<file path="config.mk">
export PLATFORM = sky130hd
export DESIGN_NAME = ball_pocket_sequencer
export DESIGN_NICKNAME = d
export VERILOG_FILES = /design/src/rtl/ball_pocket_sequencer.sv
export SDC_FILE = /design/constraint.sdc
export NUM_CORES = 1
export LEC_CHECK = 0
export ABC_AREA = 1
export BUFFER_PORTS_ARGS = -buffer_cell sky130_fd_sc_hd__buf_4
export CAP_MARGIN = 20
export CORE_MARGIN = 1.5
export CORE_UTILIZATION = 46
export DETAILED_ROUTE_END_ITERATION = 16
export PLACE_DENSITY_LB_ADDON = 0.08
export SLEW_MARGIN = 5
export SYNTH_ARGS = -nofsm -noshare
export SYNTH_HDL_FRONTEND = slang
export SYNTH_SLANG_ARGS = --single-unit
</file>
<file path="constraint.sdc">
create_clock -name clk -period 2.3 [get_ports clk]
set_input_delay 0 -clock clk [delete_from_list [all_inputs] [get_ports clk]]
set_output_delay 0 -clock clk [all_outputs]
set_load 0.005 [all_outputs]
</file>
<file path="src/rtl/ball_pocket_sequencer.sv">
// ball_pocket_sequencer: per-ball lifecycle (play, sink blink, hidden, respawn)
// between the motion logic and the drawing block; all outputs registered.
module ball_pocket_sequencer #(
   parameter logic [10:0] SPAWN_X       = 11'd160,
   parameter logic [10:0] SPAWN_Y       = 11'd224,
   parameter int unsigned BLINK_FRAMES  = 8,
   parameter int unsigned BLINK_TOGGLES = 6,
   parameter int unsigned HIDDEN_FRAMES = 60
) (
   input  logic        clk,
   input  logic        resetN,
   input  logic        startOfFrame,
   input  logic        pocketHit,
   input  logic [10:0] pocketTopLeftX,
   input  logic [10:0] pocketTopLeftY,
   input  logic [10:0] motionTopLeftX,
   input  logic [10:0] motionTopLeftY,
   input  logic        spawnClear,
   output logic [10:0] ballTopLeftPosX,
   output logic [10:0] ballTopLeftPosY,
   output logic        ballVisible,
   output logic        ballFrozen,
   output logic        loadPos,
   output logic [10:0] loadPosX,
   output logic [10:0] loadPosY,
   output logic [3:0]  pocketedCount
);
   localparam int TW = (BLINK_TOGGLES > 1) ? $clog2(BLINK_TOGGLES) : 1;
   localparam logic [TW-1:0] TOG_LAST   = TW'(BLINK_TOGGLES - 1);
   localparam logic [7:0]    BLINK_LAST = 8'(BLINK_FRAMES - 1);
   localparam logic [7:0]    HID_LAST   = 8'(HIDDEN_FRAMES - 1);

   typedef enum logic [1:0] {RESPAWN, PLAY, SINK, HIDDEN} state_t;

   state_t        state_q, state_d;
   logic [7:0]    frame_q, frame_d;
   logic [TW-1:0] tog_q, tog_d;
   logic [10:0]   pk_x_q, pk_x_d, pk_y_q, pk_y_d;
   logic [10:0]   pos_x_q, pos_x_d, pos_y_q, pos_y_d;
   logic          vis_q, vis_d, frz_q, frz_d, load_q, load_d;
   logic [3:0]    cnt_q, cnt_d;

   always_comb begin
      state_d = state_q;
      frame_d = frame_q;
      tog_d   = tog_q;
      pk_x_d  = pk_x_q;
      pk_y_d  = pk_y_q;
      cnt_d   = cnt_q;
      load_d  = 1'b0;
      case (state_q)
         PLAY: if (pocketHit) begin
            state_d = SINK;
            pk_x_d  = pocketTopLeftX;
            pk_y_d  = pocketTopLeftY;
            frame_d = '0;
            tog_d   = '0;
         end
         SINK: if (startOfFrame) begin
            frame_d = (frame_q == BLINK_LAST) ? 8'd0 : frame_q + 8'd1;
            if (frame_q == BLINK_LAST) begin
               tog_d = tog_q + 1'b1;
               if (tog_q == TOG_LAST) begin
                  state_d = HIDDEN;
                  cnt_d   = (cnt_q == 4'd15) ? cnt_q : cnt_q + 4'd1;
               end
            end
         end
         HIDDEN: if (startOfFrame) begin
            frame_d = (frame_q == HID_LAST) ? 8'd0 : frame_q + 8'd1;
            if (frame_q == HID_LAST) state_d = RESPAWN;
         end
         RESPAWN: if (startOfFrame && spawnClear) begin
            state_d = PLAY;
            load_d  = 1'b1;
         end
         default: state_d = RESPAWN;
      endcase
      // outputs are computed from the next state so they land with the transition
      vis_d   = (state_d == PLAY) || (state_d == SINK && !tog_d[0]);
      frz_d   = (state_d != PLAY);
      pos_x_d = (state_d == PLAY) ? (load_d ? SPAWN_X : motionTopLeftX) :
                (state_d == SINK) ? pk_x_d : pos_x_q;
      pos_y_d = (state_d == PLAY) ? (load_d ? SPAWN_Y : motionTopLeftY) :
                (state_d == SINK) ? pk_y_d : pos_y_q;
   end

   always_ff @(posedge clk) begin
      if (!resetN) begin
         state_q <= RESPAWN;
         frame_q <= '0;
         tog_q   <= '0;
         pk_x_q  <= '0;
         pk_y_q  <= '0;
         cnt_q   <= '0;
         pos_x_q <= SPAWN_X;
         pos_y_q <= SPAWN_Y;
         vis_q   <= 1'b0;
         frz_q   <= 1'b1;
         load_q  <= 1'b0;
      end else begin
         state_q <= state_d;
         frame_q <= frame_d;
         tog_q   <= tog_d;
         pk_x_q  <= pk_x_d;
         pk_y_q  <= pk_y_d;
         cnt_q   <= cnt_d;
         pos_x_q <= pos_x_d;
         pos_y_q <= pos_y_d;
         vis_q   <= vis_d;
         frz_q   <= frz_d;
         load_q  <= load_d;
      end
   end

   assign ballTopLeftPosX = pos_x_q;
   assign ballTopLeftPosY = pos_y_q;
   assign ballVisible     = vis_q;
   assign ballFrozen      = frz_q;
   assign loadPos         = load_q;
   assign loadPosX        = SPAWN_X;
   assign loadPosY        = SPAWN_Y;
   assign pocketedCount   = cnt_q;
endmodule

</file>
* Word level (Yosys, flattened, before mapping)
Index checks and enable logic that the tools add are counted.
** Word-level totals
- Bits in registers :: 64
- Bits of input ports :: 49
- Output and inout bits :: 51
- Logic and storage cells :: 71
** Operators by class
- Add/sub/neg operators :: 3
- Equality and inequality tests :: 14
- Muxes and demuxes :: 30
- Bitwise logic cells :: 1
- Reduce and logical (&&, ||, !) cells :: 11
** Operators with widths (number)
- 11-bit 2-to-1 mux :: 10
- 8-bit 2-to-1 mux :: 5
- 8-bit one-hot mux with 3 select lines :: 1
- 2-bit 2-to-1 mux :: 7
- 3-bit 2-to-1 mux :: 3
- 8-bit by 1-bit adder with 8-bit output, second input constant :: 1
- 8-bit by 3-bit equality test with 1-bit output, second input constant :: 1
- 8-bit by 6-bit equality test with 1-bit output, second input constant :: 1
- 2-bit != test, second input constant :: 4
- 2-bit one-hot mux with 4 select lines :: 1
- 4-bit AND reduction :: 2
- 2-bit equality test, second input constant :: 3
- 3-bit one-hot mux with 2 select lines :: 1
- 5-bit AND reduction :: 1
- 4-bit by 1-bit adder with 4-bit output, second input constant :: 1
- 2-bit by 1-bit equality test with 1-bit output, second input constant :: 2
- 4-bit equality test, second input constant :: 1
- 2-bit nonzero test :: 2
- 3-bit by 1-bit adder with 3-bit output, second input constant :: 1
- 3-bit equality test, second input constant :: 1
- 3-bit nonzero test :: 1
- 1-bit logical AND :: 2
- 2-bit logical NOT :: 1
- 1-bit 2-to-1 mux :: 2
- 4 further kinds :: 4

* Longest topological paths before layout
Gate-level depths: netlist of run 1.
- Depth in word-level cells :: 8
- Mapped depth :: 17
- Depth with buffers taken out :: 15

* Worst setup path after synthesis of run 1
OpenSTA, ideal clock, no wires.
- Kind :: reg2reg
- From :: register state_q[0]
- To :: register pos_x_q[4], in the netlist ballTopLeftPosX[4]
- Library setup time :: 0.070 ns
- Arrival time :: 2.071 ns
- Required time :: 2.230 ns
- Path slack :: 0.160 ns
- Cell stages (with the launch flop) :: 13
- Path buffers :: 2
- Period minus slack after synthesis :: 2.140 ns
- Cells stage by stage :: dfxtp_1 inv_1 ha_1 buf_2 nor2_1 o21ai_0 nand2_1 inv_1 ha_1 inv_1 clkbuf_1 o21ai_0 a21oi_1
** Between the ends
- Elaborated cells between the ends (all ways) :: 20
- Those cells by class :: eq/ne (5); mux (13); reduce/logical (2)
** RTL lines
- start: declaration :: line 35 : state_t state_q, state_d;
- start signal: assignment :: line 102 : state_q <= state_d;
- 2-bit equality test, or another cell as far along :: line 51 : case (state_q)
- 2-bit one-hot mux with 4 select lines * :: line 51
- via state_d[1] :: line 35
- 2-bit by 1-bit equality test with 1-bit output or 2-bit equality test (tied branches) :: line 82, 83
- 11-bit 2-to-1 mux or 2-bit nonzero test (tied branches)
- end signal: assignment :: line 108 : pos_x_q <= pos_x_d;
- end: declaration :: line 39 : logic [10:0] pos_x_q, pos_x_d, pos_y_q, pos_y_d;
The timed path passes the listed nets; every way through them passes the cells marked *. The select of a mux whose other input is x is not followed.
A chain may end at the register's enable or synchronous reset.

* Worst setup path after layout of run 1
- From :: register state_q[1]
- To :: register pos_x_q[9], in the netlist ballTopLeftPosX[9]
** Between the ends
- Longest elaborated chain between the ends :: 6
- Elaborated cells between the ends (all ways) :: 20
- Those cells by class :: eq/ne (5); mux (13); reduce/logical (2)
** Ends and longest elaborated chain
- 2-bit 2-to-1 mux :: line 63 : if (tog_q == TOG_LAST) begin
- 2-bit 2-to-1 mux :: line 61 : if (frame_q == BLINK_LAST) begin
- 2-bit 2-to-1 mux :: line 59 : SINK: if (startOfFrame) begin
- 2-bit one-hot mux with 4 select lines * :: line 51
- via state_d[1] :: line 35
- 2-bit by 1-bit equality test with 1-bit output or 2-bit equality test (tied branches) :: line 82, 83
- 11-bit 2-to-1 mux or 2-bit nonzero test (tied branches)
Marked as above.

==> out/metrics.cfg, run 1 <==
[clock_network]
clk_transition_reported_paths_ps=70
clock_latency_of_the_later_clocked_register_in_the_worst_skew_pair_ps=330
cts_tree=yes
cts_made_buffers=9
cts_max_path_buffers=2
cts.sinks=64
clock-root-buffer=sky130_fd_sc_hd__clkbuf_8
htreeDepth=3

[floorplan]
fp.dieArea_um2=7520
core_area_um2=6794
dieWidth_um=86.72
ios=100
floorplan_row_count=30
die_y_um=86.72
initial_utilization_pct=47.46

[power_and_ir_drop]
cellInternalPower_w=0.002692
sequentialPowerShare_pct=32.0
p_per_area_nw_per_um2=990.5
swShare_pct=39.01
ir_worst_vdd_uv=669.3
pwr-share-clk_pct=18.9
p_switching_w=0.001721
comb_power_share_pct=49.1
power.static_leakage_nw=2.168

[layout]
post_route_cells_drive_above_1_share_pct=23.92
mostFrequentLayoutCells=sky130_fd_sc_hd__buf_4, sky130_fd_sc_hd__nor2_1, sky130_fd_sc_hd__nand2_1
fin_nets=614
utilization_pct=65.58
antenna_cells=0
layout-area-overhead-vs-synth_pct=38.18
final_common_cell=sky130_fd_sc_hd__buf_4

[logic_synthesis]
synth_warnings=0
synth.distinct_cells=37
syn-instance-count=429
post_synth_instance_area_um2=3224
synth_enable_flop_cells=0
part_of_the_yosys_area_used_for_sequential_elements_pct=39.74
yosys_most_used_dff=sky130_fd_sc_hd__dfxtp_1
synth_async_sr_flop_share_pct=0
synthesis.area_per_instance_um2=7.516
ys_seq_elements=64

[global_routing]
grt.overflow.total=0
number_of_antenna_violations_at_the_first_check_in_global_routing=0
first_global_vias=2881
grt_start_max_net_pins=29
global_route_wire_length_before_repair_um=12600
globalRouteTotalUtil_pct=21.16

[sta]
rsz0062_at_grt=no
clock_skews_ps=6.202
drv_slew=0
period_minus_slack_ps=2093
fin_worst_hold_slack_ps=23.10
finalSetupViolCount=0
timing.fmax_ghz=0.4779
final_hold_viol_count=0
period_share_pct=90.98

[worst_hold_path]
min_path_type=primary input to flop
hold_path_cells=4
hold-path-endpoint=pk_x_q[5]
timing.hold.worst.start=pocketTopLeftX[5]

[setup_path]
worst-endpoint-required_ps=2560
critPathKind=flop to flop
r2r_start=state_q[1]
crit_path_max_fanout=10
cp.arrival_ps=2350
setup.worst_path.end_class=flop
setup.worst_path.start_class=flop
worstRegToRegCells=12
r2r_end=ballTopLeftPosX[9]
reg2reg_slack_ps=210

[routing]
first_pass_iters=4
post-route-drc-count=0
wl_per_cell_um=11.66
initialDrtViolationCount=102
detail_route.vias_per_cell=4.635
num_vias=3022
routed_wl_um=7601
residual_antenna_violating_net_count_after_detailed_routing=0

[placed_design]
finalWeightedCongestion=0.8699
place.detailed.hpwl_um=5186
port_buffers=77

[flow_run]
maxCapViolations=0

[outcome]
run_status=finished, final reports clean

[what timing repair did]
item / CTS / global route
pin swaps: 0 / 1
endpoints found under the setup margin: 19 / 22
setup buffers: 0 / 4
hold buffers: 40 / 0
hold endpoints to repair: 40 / 0
resized for setup: 2 / 8
[routing by layer]
| metal | vias to the layer above | global-route usage [%] | routed length (µm) | part of all wire (%) |
|---|---|---|---|---|
| met4 | 0 | 8.651 | 127 | 1.7 |
| li1 | 1577 | - | - | - |
| met5 | - | 0 | 0 | 0 |
| met3 | 14 | 4.095 | 318 | 4.2 |
| met1 | 1368 | 25.56 | 3385 | 45 |
| met2 | 63 | 36.79 | 3769 | 50 |
[synth_stat cells (2+ instances only)]
cell | instances | area share, %
sky130_fd_sc_hd__inv_2 | 5 | 0.58
sky130_fd_sc_hd__o221ai_1 | 4 | 1.1
sky130_fd_sc_hd__o21ai_1 | 2 | 0.31
sky130_fd_sc_hd__ha_1 | 11 | 4.3
sky130_fd_sc_hd__buf_4 | 24 | 5.6
sky130_fd_sc_hd__buf_6 | 2 | 0.70
sky130_fd_sc_hd__o21ai_0 | 26 | 4.0
sky130_fd_sc_hd__nor2_1 | 77 | 9.0
sky130_fd_sc_hd__buf_2 | 3 | 0.47
sky130_fd_sc_hd__dfxtp_1 | 64 | 40
sky130_fd_sc_hd__nand4_1 | 2 | 0.39
sky130_fd_sc_hd__inv_1 | 33 | 3.8
sky130_fd_sc_hd__a31oi_1 | 2 | 0.39
sky130_fd_sc_hd__o21a_1 | 4 | 0.93
sky130_fd_sc_hd__nand3_2 | 4 | 1.2
sky130_fd_sc_hd__mux2i_1 | 16 | 5.0
sky130_fd_sc_hd__nor3_1 | 2 | 0.31
sky130_fd_sc_hd__nor2_4 | 3 | 1.0
sky130_fd_sc_hd__clkbuf_1 | 9 | 1.0
sky130_fd_sc_hd__nand3_1 | 13 | 2.0
sky130_fd_sc_hd__o21ai_2 | 3 | 0.82
sky130_fd_sc_hd__xor2_1 | 2 | 0.54
sky130_fd_sc_hd__a21oi_1 | 31 | 4.8
sky130_fd_sc_hd__nand2_1 | 73 | 8.5
sky130_fd_sc_hd__conb_1 | 2 | 0.23
[worst max-delay path by stage]
stage                    start                 end  cells after the start
global route        frame_q[0]  ballTopLeftPosX[5]                     14
global placement    state_q[0]  ballTopLeftPosX[9]                     11
finish              state_q[1]  ballTopLeftPosX[9]                     12
CTS                 state_q[0]  ballTopLeftPosX[9]                     11
detailed placement  state_q[0]  ballTopLeftPosX[9]                     11
floorplan           state_q[0]  ballTopLeftPosX[4]                     12
[logic make-up after synthesis]
logic type               after synthesis  synth area share (%)
flip-flops                            64                 39.74
adder cells (fa/ha/maj)               11                 4.268
other                                  2                0.2329
multiplexers                          16                 4.967
buffers and inverters                 78                 12.46
AND/OR/NAND/NOR                      181                 24.64
XOR/XNOR                               3                0.8150
AO/OA/AOI/OAI                         74                 12.88
[flip-flops by register name, indices dropped and copies added (netlist names)]
| signal | cells |
|---|---|
| ballVisible | 1 |
| tog_q | 3 |
| ballFrozen | 1 |
| frame_q | 8 |
| pocketedCount | 4 |
| ballTopLeftPosX | 11 |
| pk_y_q | 11 |
| loadPos | 1 |
| pk_x_q | 11 |
| state_q | 2 |
| ballTopLeftPosY | 11 |
[worst max-delay path: stages, from the launching register on]
cell	delay [ps]
sky130_fd_sc_hd__dfxtp_1	330
sky130_fd_sc_hd__inv_1	110
sky130_fd_sc_hd__ha_1	270
sky130_fd_sc_hd__inv_2	80
sky130_fd_sc_hd__nor2_4	140
sky130_fd_sc_hd__o21ai_0	110
sky130_fd_sc_hd__nand2_2	100
sky130_fd_sc_hd__inv_1	40
sky130_fd_sc_hd__ha_1	330
sky130_fd_sc_hd__inv_4	120
sky130_fd_sc_hd__buf_4	170
sky130_fd_sc_hd__o21ai_0	80
sky130_fd_sc_hd__a21oi_1	120
[final cells by class]
cell class / instances / area (µm²)
clock buffer: 12 / 155.1
clock inverter: 1 / 5.005
fill: 601 / 2338
inverter: 39 / 151.4
multi-input combinational: 307 / 1644
sequential: 64 / 1281
tap: 96 / 120.1
timing repair buffer: 133 / 1099
[power by group through the flow]
stage / registers (W) / logic (W) / clock network, W
2_1_floorplan: 0.00143 / 0.00136 / 0
3_3_place_gp: 0.00143 / 0.00201 / 0
3_5_place_dp: 0.00143 / 0.00205 / 0
4_1_cts: 0.00141 / 0.00212 / 0.000858
5_1_grt: 0.00143 / 0.00244 / 0.000908
6_report: 0.00141 / 0.00217 / 0.000832
[metrics by stage]
stage / cells / TNS, ps / power, W / area [µm²] / setup WS [ps]
global route: 652 / 0 / 0.004783 / 4456 / 0.6546
finish: 652 / 0 / 0.004413 / 4456 / 207.5
CTS: 648 / 0 / 0.004393 / 4395 / 67.85
global placement: 595 / 0 / 0.003439 / 3832 / 47.00
floorplan: 449 / 0 / 0.002793 / 3299 / 159.6
detailed placement: 595 / -81.16 / 0.003482 / 3832 / -25.39
No activity file was read; power rests on OpenSTA's default activity.
==> inputs of run 2 (changes only) <==
--- a/config.mk
+++ b/config.mk
@@ -9,7 +9,7 @@
 export BUFFER_PORTS_ARGS = -buffer_cell sky130_fd_sc_hd__buf_4
 export CAP_MARGIN = 20
 export CORE_MARGIN = 1.5
-export CORE_UTILIZATION = 46
+export CORE_UTILIZATION = 55
 export DETAILED_ROUTE_END_ITERATION = 16
 export PLACE_DENSITY_LB_ADDON = 0.08
 export SLEW_MARGIN = 5
==> constraint.sdc (replaced) <==
create_clock -name clk -period 2.55 [get_ports clk]
set_input_delay 0 -clock clk [delete_from_list [all_inputs] [get_ports clk]]
set_output_delay 0 -clock clk [all_outputs]
set_load 0.005 [all_outputs]
==> run 2 against run 1 <==
Effect of this change: clock skew fell by 1.7 ps; final cell count fell by 4.6%; wire length rose by 5.3%; combinational power fell by 12%; clock power rose by 13%; largest cell class unchanged; largest power group unchanged; worst setup slack improved by 13 ps; via count rose by 2.4%; highest routed layer unchanged.
==> out/metrics.cfg, run 2 (synthesized netlist as in run 1, its figures left out) <==
[floorplan]
initial_utilization_pct=57.85  ; was 47.46%
dieWidth_um=79.57  ; was 86.72 µm
fp.dieArea_um2=6331  ; was 7520 µm²
core_area_um2=5574  ; was 6794 µm²
floorplan_row_count=27  ; was 30
ios=100  ; unchanged
die_y_um=79.57  ; was 86.72 µm

[global_routing]
globalRouteTotalUtil_pct=26.67  ; was 21.16%
global_route_wire_length_before_repair_um=13210  ; was 12,600 µm
grt_start_max_net_pins=29  ; unchanged
first_global_vias=3004  ; was 2,881
number_of_antenna_violations_at_the_first_check_in_global_routing=0  ; unchanged
grt.overflow.total=0  ; unchanged

[power_and_ir_drop]
ir_worst_vdd_uv=972.3  ; was 669.3 µV
fin_total_pwr_w=0.004127  ; was 0.004413 W
power.static_leakage_nw=2.145  ; was 2.168 nW
p_per_area_nw_per_um2=938.1  ; was 990.5 nW/µm²

[routing]
wl_per_cell_um=12.86  ; was 11.66 µm
first_pass_iters=4  ; unchanged
initialDrtViolationCount=134  ; was 102
num_vias=3095  ; was 3,022
post-route-drc-count=0  ; unchanged
routed_wl_um=8001  ; was 7601 µm
detail_route.vias_per_cell=4.976  ; was 4.635
residual_antenna_violating_net_count_after_detailed_routing=0  ; unchanged

[layout]
post_route_cells_drive_above_1_share_pct=22.18  ; was 23.92%
multiInputGateArea_um2=1622  ; was 1644 µm²
final.fill_count=397  ; was 601
antenna_cells=0  ; unchanged
final_common_cell=sky130_fd_sc_hd__buf_4  ; unchanged
mostFrequentLayoutCells=sky130_fd_sc_hd__buf_4, sky130_fd_sc_hd__nor2_1, sky130_fd_sc_hd__nand2_1  ; unchanged
regArea_um2=1281  ; unchanged
stdcell_area_um2=4399  ; was 4456 µm²
fin_nets=605  ; was 614
layout-area-overhead-vs-synth_pct=36.44  ; was 38.18%
instances_no_fill=622  ; was 652

[clock_network]
clock-root-buffer=sky130_fd_sc_hd__clkbuf_8  ; unchanged
clock_latency_of_the_later_clocked_register_in_the_worst_skew_pair_ps=330  ; about the same
clk_transition_reported_paths_ps=70  ; about the same
cts.sinks=64  ; unchanged
cts_tree=yes  ; unchanged
cts_max_path_buffers=2  ; unchanged
htreeDepth=3  ; unchanged
cts_made_buffers=9  ; unchanged

[sta]
drv_slew=0  ; unchanged
period_share_pct=91.36  ; was 90.98%
final_hold_viol_count=0  ; unchanged
finalSetupViolCount=0  ; unchanged
rsz0062_at_grt=no  ; unchanged
period_minus_slack_ps=2330  ; was 2093 ps
clock_skews_ps=4.511  ; was 6.202 ps
timing.fmax_ghz=0.4293  ; was 0.4779 GHz
setup_total_negative_slack_ps=0  ; unchanged

[placed_design]
finalWeightedCongestion=0.8343  ; was 0.8699
placed_area_um2=3750  ; was 3832 µm²
place.detailed.instances=564  ; was 595
port_buffers=77  ; unchanged
place.detailed.hpwl_um=4935  ; was 5186 µm

[setup_path]
critical-path-top-delay-family=adder cells  ; unchanged
crit_chain=inv_1, ha_1, nor2_1, o21ai_0, nand2_1, inv_1, ha_1, inv_2, buf_6, o21ai_0, a21oi_1  ; was inv_1, ha_1, inv_2, nor2_4, o21ai_0, nand2_2, inv_1, ha_1, inv_4, buf_4, o21ai_0, a21oi_1
setup.worst_path.start_class=flop  ; unchanged
setup.worst_path.end_class=flop  ; unchanged
cpPeakStageDelay_ps=360  ; was 330 ps
critPathKind=flop to flop  ; unchanged
cp.arrival_ps=2580  ; was 2350 ps
worst-endpoint-required_ps=2800  ; was 2560 ps
worst_path_cell_with_the_longest_stage_delay=sky130_fd_sc_hd__dfxtp_1  ; unchanged
crit_path_max_fanout=14  ; was 10
critPathBufInv=4  ; was 5

[worst_hold_path]
min_path_type=primary input to flop  ; unchanged

[outcome]
run_status=finished, final reports clean  ; unchanged

[flow_run]
maxCapViolations=0  ; unchanged

[run 2: changes by cell type in the layout (fill, tap and decap cells not counted), sizes merged]
cell         delta
buf            -11
clkbuf          +2
dlygate4sd3     +2
bufinv          +1
[run 2: area by class of cell]
cell class                      count  area share [%]
Sequential cell                    64           29.12
Clock buffer                       14           4.152
Inverter                           39           3.385
Clock inverter                      2          0.7964
Multi-Input combinational cell    307           36.86
Tap cell                           72           2.048
Timing Repair Buffer              124           23.63
[run 2: metrics by stage]
stage | util, % | setup slack [ps] | hold WS (ps)
finish | 78.92 | 220.4 | 16.61
global placement | 67.27 | 279.4 | 251.5
detailed placement | 67.27 | 212.2 | 254.9
global route | 78.92 | 24.41 | 28.68
CTS | 78.72 | 170.6 | 11.64
floorplan | - | 409.6 | 138.4
[run 2: worst reg2reg max path: stages, from the launching register on]
cell                      delay (ps)
sky130_fd_sc_hd__dfxtp_1         360
sky130_fd_sc_hd__inv_1           100
sky130_fd_sc_hd__ha_1            260
sky130_fd_sc_hd__nor2_1          230
sky130_fd_sc_hd__o21ai_0         130
sky130_fd_sc_hd__nand2_1         140
sky130_fd_sc_hd__inv_1            60
sky130_fd_sc_hd__ha_1            320
sky130_fd_sc_hd__inv_2           160
sky130_fd_sc_hd__buf_6           180
sky130_fd_sc_hd__o21ai_0         130
sky130_fd_sc_hd__a21oi_1         180
[run 2: where the power goes]
group | total, W | switching, W | internal, W
Combinational | 0.00191 | 0.00115 | 0.000759
Sequential | 0.00128 | 0.0000838 | 0.00120
Clock | 0.000940 | 0.000382 | 0.000558
Total | 0.00413 | 0.00162 | 0.00251
[run 2: timing repair]
item | CTS | global route
gates resized for setup | 0 | 5
hold endpoints to repair | 41 | 0
hold buffers | 42 | 0
setup endpoints to repair | 0 | 15
setup buffers | 0 | 0
[run 2: final timing paths]
kind | startpoint | endpoint | slack, ps | cells after the start
max | state_q[1] | ballTopLeftPosX[0] | 220 | 11
min | pocketTopLeftY[7] | pk_y_q[7] | 20 | 4
max reg2reg | state_q[1] | ballTopLeftPosX[0] | 220 | 11
min reg2reg | ballTopLeftPosX[7] | ballTopLeftPosX[7] | 470 | 2
[run 2: per-layer routing]
metal / GRT usage (%) / part of all wire, %
met5: 0 / 0
met1: 30.39 / 43
met3: 6.857 / 5.3
met2: 47.63 / 51
met4: 9.649 / 1.3
==> inputs of run 3 (changes only) <==
--- a/config.mk
+++ b/config.mk
@@ -5,12 +5,11 @@
 export SDC_FILE = /design/constraint.sdc
 export NUM_CORES = 1
 export LEC_CHECK = 0
-export ABC_AREA = 1
-export BUFFER_PORTS_ARGS = -buffer_cell sky130_fd_sc_hd__buf_4
 export CAP_MARGIN = 20
-export CORE_MARGIN = 1.5
-export CORE_UTILIZATION = 55
+export CORE_MARGIN = 5
+export CORE_UTILIZATION = 60
 export DETAILED_ROUTE_END_ITERATION = 16
+export DONT_BUFFER_PORTS = 1
 export PLACE_DENSITY_LB_ADDON = 0.08
 export SLEW_MARGIN = 5
 export SYNTH_ARGS = -nofsm -noshare
==> run 3 against run 2 <==
Effect of this change: the flow now finishes with violations (setup timing); final cell count down 23%; synthesized area fell by 0.43%; global-route usage is 2.5 points lower; die area is 9.2% higher; worst hold slack better by 10 ps; sequential share of layout area up 2.0 points; combinational power rose by 14%; wire length rose by 14%; via count is 7.8% lower; utilization increased by 1.7 points; critical path type unchanged; largest cell class unchanged.
==> out/metrics.cfg, run 3 <==
[clock_network]
cts.sinks=64  ; unchanged
cts_made_buffers=9  ; unchanged
clock_latency_of_the_later_clocked_register_in_the_worst_skew_pair_ps=350  ; was 330 ps
clock-root-buffer=sky130_fd_sc_hd__clkbuf_8  ; unchanged
cts_max_path_buffers=2  ; unchanged
cts_tree=yes  ; unchanged
clk_transition_reported_paths_ps=70  ; about the same
htreeDepth=3  ; unchanged

[floorplan]
fp.dieArea_um2=6914  ; was 6331 µm²
core_area_um2=5140  ; was 5574 µm²
initial_utilization_pct=62.46  ; was 57.85%
die_y_um=83.15  ; was 79.57 µm
dieWidth_um=83.15  ; was 79.57 µm
floorplan_row_count=26  ; was 27
ios=100  ; unchanged

[power_and_ir_drop]
ir_worst_vdd_uv=925.2  ; was 972.3 µV
comb_power_share_pct=49.6  ; was 46.2%
p_per_area_nw_per_um2=1059  ; was 938.1 nW/µm²
pwr-share-clk_pct=20.5  ; was 22.8%
cellInternalPower_w=0.002707  ; was 0.002512 W
power.static_leakage_nw=1.894  ; was 2.145 nW
p_switching_w=0.001679  ; was 0.001615 W
swShare_pct=38.28  ; was 39.14%
sequentialPowerShare_pct=29.9  ; was 31.0%

[placed_design]
port_buffers=0  ; was 77
finalWeightedCongestion=0.8662  ; was 0.8343
place.detailed.hpwl_um=5026  ; was 4935 µm
pre_cts_ws_ps=37.94  ; was 212.2 ps
place.detailed.instances=411  ; was 564

[routing]
wl_per_cell_um=19.03  ; was 12.86 µm
post-route-drc-count=0  ; unchanged
initialDrtViolationCount=234  ; was 134
routed_wl_um=9117  ; was 8001 µm
detail_route.vias_per_cell=5.958  ; was 4.976
num_vias=2854  ; was 3,095
first_pass_iters=4  ; unchanged
residual_antenna_violating_net_count_after_detailed_routing=0  ; unchanged

[layout]
fin_nets=464  ; was 605
instances_no_fill=479  ; was 622
antenna_cells=0  ; unchanged
post_route_cells_drive_above_1_share_pct=13.94  ; was 22.18%
layout-area-overhead-vs-synth_pct=28.99  ; was 36.44%
final_common_cell=sky130_fd_sc_hd__dfxtp_1  ; was sky130_fd_sc_hd__buf_4
mostFrequentLayoutCells=sky130_fd_sc_hd__dfxtp_1, sky130_fd_sc_hd__dlygate4sd3_1, sky130_fd_sc_hd__nor2_1  ; was sky130_fd_sc_hd__buf_4, sky130_fd_sc_hd__nor2_1, sky130_fd_sc_hd__nand2_1

[sta]
postLayoutSetupSlackWorst_ps=-2.421  ; was 220.4 ps
period_minus_slack_ps=2552  ; was 2330 ps
max-slew-margin-rel_pct=40.00
timing_worst_slew_pin_value_ps=900.0
final_hold_viol_count=0  ; unchanged
finalSetupViolCount=1  ; was 0
period_share_pct=100.1  ; was 91.36%
drv_slew=0  ; unchanged
clock_skews_ps=9.139  ; was 4.511 ps
timing.fmax_ghz=0.3918  ; was 0.4293 GHz

[global_routing]
grt.overflow.total=0  ; unchanged
number_of_antenna_violations_at_the_first_check_in_global_routing=0  ; unchanged
first_global_vias=2803  ; was 3,004
globalRouteTotalUtil_pct=24.13  ; was 26.67%
grt_start_max_net_pins=45  ; was 29
global_route_wire_length_before_repair_um=13610  ; was 13,210 µm

[logic_synthesis]
synth_area_leader_cell=sky130_fd_sc_hd__dfxtp_1  ; unchanged
post_synth_most_frequent_cells=sky130_fd_sc_hd__dfxtp_1, sky130_fd_sc_hd__nor2_1, sky130_fd_sc_hd__buf_4  ; was sky130_fd_sc_hd__nor2_1, sky130_fd_sc_hd__nand2_1, sky130_fd_sc_hd__dfxtp_1
part_of_the_yosys_area_used_for_sequential_elements_pct=39.91  ; was 39.74%
synth_top_area_share_pct=39.91  ; was 39.74%
synth_top_cells_by_area=sky130_fd_sc_hd__dfxtp_1, sky130_fd_sc_hd__mux2i_1, sky130_fd_sc_hd__o2bb2ai_1  ; was sky130_fd_sc_hd__dfxtp_1, sky130_fd_sc_hd__nor2_1, sky130_fd_sc_hd__nand2_1
synth_async_sr_flop_share_pct=0  ; unchanged
synthesis.area_per_instance_um2=9.279  ; was 7.516 µm²
synth_warnings=0  ; unchanged
yosys_most_used_dff=sky130_fd_sc_hd__dfxtp_1  ; unchanged
syn-instance-count=346  ; was 429
synth.distinct_cells=51  ; was 37
post_synth_instance_area_um2=3211  ; was 3224 µm²
synthMostInstantiatedCell=sky130_fd_sc_hd__dfxtp_1  ; was sky130_fd_sc_hd__nor2_1
synth_enable_flop_cells=0  ; unchanged
ys_seq_elements=64  ; unchanged

[setup_path]
crit_path_start=state_q[0]  ; was state_q[1]
setup.worst_path.start_class=flop  ; unchanged
setup.worst_path.end_class=flop  ; unchanged
worst-endpoint-required_ps=2810  ; was 2800 ps
r2r_start=state_q[0]  ; was state_q[1]
crit_path_max_fanout=8  ; was 14
cp.arrival_ps=2820  ; was 2580 ps
critPathKind=flop to flop  ; unchanged

[worst_hold_path]
timing.hold.worst.start=resetN  ; was pocketTopLeftY[7]
min_path_type=primary input to flop  ; unchanged

[flow_run]
maxCapViolations=0  ; unchanged

[outcome]
run_status=complete, but fails checks  ; was finished, final reports clean
violations=setup timing

run 3: changes by cell type after synthesis, sizes merged, moves of 17 or more:
cell / before / now
inv: 38 / 12
o211a: 0 / 17
nand2: 75 / 18
nor2: 81 / 27
a21oi: 32 / 7
o2bb2ai: 0 / 20
o21ai: 31 / 4
run 3: per-layer routing:
metal  part of all wire, %  vias to the layer above  GRT usage (%)
met5                     0                        -              0
met4                   2.4                        0          11.59
met1                    41                     1387          28.66
li1                      -                     1330              -
met3                   6.3                       20          6.535
met2                    51                      117          40.16
run 3: path summary, 6_finish.rpt:
check | endpoint | cells after the start | slack (ps)
hold reg to reg | frame_q[1] | 2 | 500
hold / removal | pocketedCount[1] | 2 | 30
setup / recovery | ballTopLeftPosY[5] | 11 | -2
setup reg to reg | ballTopLeftPosY[5] | 11 | -2
run 3: cells by family after synthesis:
logic type,after synthesis,synth area share [%]
simple gates,98,15.78
buf+inv,56,9.392
mux,23,7.287
other cells,2,0.2339
flops,64,39.91
compound gates,91,22.84
xor+xnor,1,0.2728
fa+ha+maj,11,4.287
run 3: cell type report:
type	instances	area (µm²)
Sequential cell	64	1289
Fill cell	319	998.5
Clock buffer	13	158.9
Inverter	12	45.04
Clock inverter	3	40.04
Tap cell	70	87.58
Timing Repair Buffer	71	732.0
Multi-Input combinational cell	246	1789
run 3: metrics by stage:
stage | setup TNS [ps] | instance area (µm²) | total power (W) | hold slack [ps] | utilization (%)
3_3_place_gp | 0 | 3323 | 0.002968 | 95.70 | 64.65
3_5_place_dp | 0 | 3323 | 0.003011 | 101.7 | 64.65
4_1_cts | 0 | 4033 | 0.003977 | 11.17 | 78.46
6_report | -2.421 | 4141 | 0.004386 | 26.62 | 80.57
5_1_grt | -1792 | 4141 | 0.004609 | 58.41 | 80.57
2_1_floorplan | 0 | 3371 | 0.002719 | 163.2 | -
run 3: power by group through the flow:
stage               combinational (W)  sequential (W)  clock (W)
finish                        0.00217         0.00131   0.000901
global route                  0.00234         0.00133   0.000943
CTS                           0.00178         0.00131   0.000892
detailed placement            0.00169         0.00133          0
global placement              0.00165         0.00132          0
floorplan                     0.00143         0.00129          0
run 3: worst max-delay path: stages, from the launching register on:
cell and delay, ps:
sky130_fd_sc_hd__dfxtp_1 410, sky130_fd_sc_hd__inv_1 150, sky130_fd_sc_hd__ha_1 290, sky130_fd_sc_hd__buf_4 180, sky130_fd_sc_hd__a211o_1 280, sky130_fd_sc_hd__o22a_1 280
sky130_fd_sc_hd__inv_1 90, sky130_fd_sc_hd__ha_2 200, sky130_fd_sc_hd__buf_6 150, sky130_fd_sc_hd__inv_1 100, sky130_fd_sc_hd__o2bb2ai_2 140, sky130_fd_sc_hd__o211ai_1 190
run 3: what timing repair did:
| action | in CTS | in global routing |
|---|---|---|
| hold buffers | 50 | 0 |
| endpoints found under the hold margin | 55 | 0 |
| endpoints found under the setup margin | 0 | 22 |
| gates resized for setup | 0 | 14 |
| buffers inserted | 0 | 0 |
